[config.mk]
export PLATFORM = sky130hd
export DESIGN_NAME = mem_port_arbiter
export DESIGN_NICKNAME = d
export VERILOG_FILES = /design/src/rtl/mem_port_arbiter.sv
export SDC_FILE = /design/constraint.sdc
export NUM_CORES = 1
export LEC_CHECK = 0
export ABC_AREA = 0
export CORE_MARGIN = 2
export CORE_UTILIZATION = 36
export CTS_CLUSTER_SIZE = 14
export DETAILED_ROUTE_END_ITERATION = 6
export PLACE_DENSITY = 0.88
export SYNTH_ARGS = -nofsm -noshare
export SYNTH_HDL_FRONTEND = slang
export SYNTH_SLANG_ARGS = --single-unit
[constraint.sdc]
create_clock -name clk -period 1.5 [get_ports clk]
set_input_delay 0.3 -clock clk [delete_from_list [all_inputs] [get_ports clk]]
set_output_delay 0.3 -clock clk [all_outputs]
set_load 0.03 [all_outputs]
[src/rtl/mem_port_arbiter.sv]
// mem_port_arbiter: shares memory port A between the CPU control path and the
// I/O / DMA requester. One access at a time, round-robin on collision, with
// the selected request latched and replayed onto the memory port. A write
// completes in two cycles and a read in three, counted from the request edge.
module mem_port_arbiter #(
    parameter int WIDTH    = 16,
    parameter int ADDRBITS = 16
) (
    input  logic                clk,
    input  logic                reset,
    input  logic                cpu_req,
    input  logic                cpu_we,
    input  logic [ADDRBITS-1:0] cpu_addr,
    input  logic [WIDTH-1:0]    cpu_wdata,
    output logic                cpu_gnt,
    output logic                cpu_done,
    output logic [WIDTH-1:0]    cpu_rdata,
    input  logic                io_req,
    input  logic                io_we,
    input  logic [ADDRBITS-1:0] io_addr,
    input  logic [WIDTH-1:0]    io_wdata,
    output logic                io_gnt,
    output logic                io_done,
    output logic [WIDTH-1:0]    io_rdata,
    output logic [ADDRBITS-1:0] mem_addr_a,
    output logic [WIDTH-1:0]    mem_data_a,
    output logic                wren_a,
    input  logic [WIDTH-1:0]    mem_q_a,
    output logic                busy
);

    typedef enum logic [1:0] {
        ST_IDLE = 2'd0,
        ST_ACC  = 2'd1,
        ST_RD   = 2'd2
    } state_t;

    state_t              state_r;
    state_t              state_next_s;
    logic                any_req_s;
    logic                win_io_s;
    logic                last_io_r;
    logic                sel_io_r;
    logic                we_r;
    logic                cpu_gnt_r;
    logic                io_gnt_r;
    logic                cpu_done_r;
    logic                io_done_r;
    logic [WIDTH-1:0]    cpu_rdata_r;
    logic [WIDTH-1:0]    io_rdata_r;
    logic [ADDRBITS-1:0] addr_r;
    logic [WIDTH-1:0]    data_r;

    // Arbitration: a lone request wins; on collision the side not served last wins.
    always_comb begin
        any_req_s = cpu_req | io_req;
        win_io_s  = io_req & (~cpu_req | ~last_io_r);
    end

    // State register; reset drops any in-flight access immediately.
    always_ff @(posedge clk or negedge reset) begin
        if (!reset) begin
            state_r <= ST_IDLE;
        end else begin
            state_r <= state_next_s;
        end
    end

    // Next state: IDLE -> ACC on any request, ACC -> IDLE (write) or RD (read).
    always_comb begin
        state_next_s = state_r;
        case (state_r)
            ST_IDLE: begin
                if (any_req_s) begin
                    state_next_s = ST_ACC;
                end else begin
                    state_next_s = ST_IDLE;
                end
            end
            ST_ACC: begin
                if (we_r) begin
                    state_next_s = ST_IDLE;
                end else begin
                    state_next_s = ST_RD;
                end
            end
            ST_RD:   state_next_s = ST_IDLE;
            default: state_next_s = ST_IDLE;
        endcase
    end

    // Request latch, one-cycle grant/done pulses and read-data capture.
    always_ff @(posedge clk or negedge reset) begin
        if (!reset) begin
            last_io_r   <= 1'b1;
            sel_io_r    <= 1'b0;
            we_r        <= 1'b0;
            addr_r      <= {ADDRBITS{1'b0}};
            data_r      <= {WIDTH{1'b0}};
            cpu_gnt_r   <= 1'b0;
            io_gnt_r    <= 1'b0;
            cpu_done_r  <= 1'b0;
            io_done_r   <= 1'b0;
            cpu_rdata_r <= {WIDTH{1'b0}};
            io_rdata_r  <= {WIDTH{1'b0}};
        end else begin
            cpu_gnt_r  <= 1'b0;
            io_gnt_r   <= 1'b0;
            cpu_done_r <= 1'b0;
            io_done_r  <= 1'b0;
            case (state_r)
                ST_IDLE: begin
                    if (any_req_s) begin
                        sel_io_r  <= win_io_s;
                        last_io_r <= win_io_s;
                        cpu_gnt_r <= ~win_io_s;
                        io_gnt_r  <= win_io_s;
                        if (win_io_s) begin
                            addr_r <= io_addr;
                            data_r <= io_wdata;
                            we_r   <= io_we;
                        end else begin
                            addr_r <= cpu_addr;
                            data_r <= cpu_wdata;
                            we_r   <= cpu_we;
                        end
                    end
                end
                ST_ACC: begin
                    if (we_r) begin
                        cpu_done_r <= ~sel_io_r;
                        io_done_r  <= sel_io_r;
                    end
                end
                ST_RD: begin
                    cpu_done_r <= ~sel_io_r;
                    io_done_r  <= sel_io_r;
                    if (sel_io_r) begin
                        io_rdata_r <= mem_q_a;
                    end else begin
                        cpu_rdata_r <= mem_q_a;
                    end
                end
                default: begin
                    we_r <= 1'b0;
                end
            endcase
        end
    end

    assign cpu_gnt    = cpu_gnt_r;
    assign io_gnt     = io_gnt_r;
    assign cpu_done   = cpu_done_r;
    assign io_done    = io_done_r;
    assign cpu_rdata  = cpu_rdata_r;
    assign io_rdata   = io_rdata_r;
    assign mem_addr_a = addr_r;
    assign mem_data_a = data_r;
    // Write strobe and busy decode straight from state so reset kills them at once.
    assign wren_a     = (state_r == ST_ACC) & we_r;
    assign busy       = (state_r != ST_IDLE);

endmodule

==> key figures <==
Outcome
  • Status: finished with violations
  • Failing checks: setup timing

Critical path
  • Worst Setup SP: state_r[1]
  • Cell mode on critical path: buf_4
  • Worst Path Buf+Inv: 3
  • Critical-path maximum fanout: 8
  • Critical Path End Type: flop
  • Worst setup path category: reg2reg
  • Critical Path Start Type: flop
  • Cell family contributing the most delay on the critical path: buffers and inverters
  • Critical Path Sink: io_rdata[15]
  • Worst reg2reg path startpoint: state_r[1]
  • CP Depth: 6
  • Critical Path AT: 1770 ps
  • Critical-path top delay cell: dfrtp_1
  • Setup slack, reg-to-reg: -50 ps
  • CP cell instances: buf_4 > ha_4 > buf_4 > nand2_4 > clkbuf_16 > mux2_2
  • Worst reg-to-reg path cell count: 6
  • Slowest Stage Delay on Critical Path: 400 ps
  • Req. time, crit path: 1720 ps
  • RR Endpoint: io_rdata[15]

Cells and area
  • Design area: 0.00522 sq mm
  • Util after Layout: 62.9%
  • Most common cell after layout, fill and taps aside: clkdlybuf4s50_1
  • Commonest non-fill, non-tap cells in the layout: clkdlybuf4s50_1, dfrtp_1, dlygate4sd2_1
  • # diodes: 0
  • Area grow syn2layout: 67.2%
  • Layout Nets: 512
  • Share of cells above drive strength 1: 20.2%

Timing
  • Minimum clock period: 1550 ps
  • Endpoints failing setup: 14
  • RSZ-0062 raised after global routing: yes
  • Max Clock Freq: 645 MHz
  • Fin crit share: 103%
  • Worst Hold Slack: 384 ps
  • Hold Vio Cnt, Final: 0
  • Slew Limit Fails: 0
  • Slew @ Worst Pin: 350 ps
  • Min setup slack post-route: -50.3 ps
  • Final Skew: 6.61 ps
  • Slew HR: 76.8%

CTS
  • Clk slew on worst S/H paths: 80 ps
  • TritonCTS buffer count: 9
  • CTS sink count: 73
  • TritonCTS clock tree: done
  • Root Buffer: clkbuf_8
  • CTS Buffer Depth: 2
  • Htree depth: 3
  • Clk_lat worst skew: 330 ps

GRT
  • Tot GR Track Use: 17.8%
  • Pin count of the biggest net entering global routing: 56
  • Vias in the first global route: 2,739
  • GR Util met2: 30.9%
  • Grt met3 use: 7.55%
  • Initial antenna violation count: 0
  • Most Used Layer, Global Route: met2
  • Grt total ovfl: 0
  • First-pass GRT wire length: 13.4 mm
  • Met1 Use GR: 19.3%

Routing
  • DR WL/cell: 16.7 um
  • Via count: 2,578
  • Final ANT Viol Nets: 0
  • Final wirelength: 8.89 mm
  • Initial DRC count: 43
  • First drt pass iteration count: 4
  • Vias per std cell: 4.85
  • DR DRC count: 0

Synth
  • Post-Syn Area per Cell: 12.6 sq um
  • Post-synthesis sequential area ratio: 58.5%
  • FF+latch count, synth: 73
  • Top cell type by total area after synthesis: dfrtp_1
  • Cell Area, Synth: 0.00312 sq mm
  • Syn. warnings: 0
  • Yosys top cell area share: 57.7%
  • Netlist cell types: 25
  • Net count after synthesis: 339
  • Synth Instances: 248
  • Area contributors post-synth: dfrtp_1, mux2_2, mux2i_1, o21ai_0, nand2_1

Flow run
  • # Max-Cap Violations: 0

Floorplanning
  • # rows: 33
  • Die H: 97.1 um
  • # IOs: 156
  • Core area: 0.00830 sq mm
  • Die width: 97.1 um
  • Die area: 0.00944 sq mm
  • Starting density of the core: 37.6%

Place
  • Dpl hpwl: 6.12 mm
  • Placed Area: 0.00485 sq mm
  • Worst slack, placed: -229 ps
  • Routability cong.: 0.806
  • Port buffer count: 155

Pwr
  • Leak pwr: 2.56 nW
  • Final total power: 0.0111 W
  • Power per cell area: 2130 mW/mm^2
  • Peak supply drop: 0.914 mV

Worst hold path
  • Hold Crit Class: in2async
-- cell usage after synthesis --
cell      instances
a21bo_1           1
a21o_1            1
a21oi_1           3
a31oi_1           1
and2_1            1
buf_2             3
buf_4             5
buf_6             1
buf_8             3
clkbuf_1          2
dfrtp_1          72
dfstp_2           1
ha_1              5
inv_1             6
mux2_2           32
mux2i_1          33
nand2_1          34
nand2_2           1
nor2_1            3
nor2_2            1
nor2b_1           2
nor3b_1           2
o21ai_0          30
o21ai_1           4
o41ai_1           1
-- through the flow --
stage / instances / TNS (ps)
finish: 531 / -282
CTS: 527 / -453
global placement: 505 / -2930
global route: 531 / -1410
detailed placement: 505 / -5430
floorplan: 248 / 0
-- cells by family after synthesis --
kind of cell / after synthesis / share of synthesized area (%)
flip-flops: 73 / 58.5
multiplexers: 65 / 22.1
AND/OR/NAND/NOR: 44 / 5.93
AO/OA/AOI/OAI: 41 / 6.97
buffers and inverters: 20 / 4.45
adder cells (fa/ha/maj): 5 / 2.00
-- worst min-delay path by stage --
stage	startpoint	endpoint	slack [ps]	cells past startpoint
3_3_place_gp	reset	state_r[1]	180	1
2_1_floorplan	reset	cpu_done	4	0
5_1_grt	reset	cpu_done	390	2
6_report	reset	mem_data_a[15]	380	2
3_5_place_dp	reset	io_rdata[0]	180	1
4_1_cts	reset	mem_data_a[15]	380	2
-- power breakdown --
group	leakage (nW)	internal [W]	switching (W)
clock network	0.0891	0.000640	0.000712
logic	1.58	0.00267	0.00357
registers	0.883	0.00296	0.000574
total	2.56	0.00626	0.00486
-- area by class of cell --
type | instances | area (sq um)
Fill cell | 660 | 3080
Timing Repair Buffer | 176 | 1740
Inverter | 6 | 25.0
Tap cell | 105 | 131
Clock buffer | 11 | 141
Multi-Input combinational cell | 155 | 1320
Sequential cell | 73 | 1830
Clock inverter | 5 | 31.3
-- registers in the layout, summed over array words and instances, names as in the netlist, 2 cells and up --
| register | flops |
|---|---|
| cpu_rdata | 16 |
| mem_data_a | 16 |
| state_r | 2 |
| mem_addr_a | 16 |
| io_rdata | 16 |
-- routing by layer --
metal / vias up / part of all wire, %
met1: 1234 / 41
li1: 1201 / -
met5: - / 0
met2: 130 / 49
met4: 0 / 1.9
met3: 13 / 8.0
-- timing repair --
item                                    CTS  global route
endpoints found under the setup margin   71            62
cloned                                    0             3
setup buffers                             5             1
hold buffers                              1             0
pin swaps                                 1             2
endpoints found under the hold margin    14             0
gates resized for setup                  82            25
No activity file was read; power rests on OpenSTA's default activity.
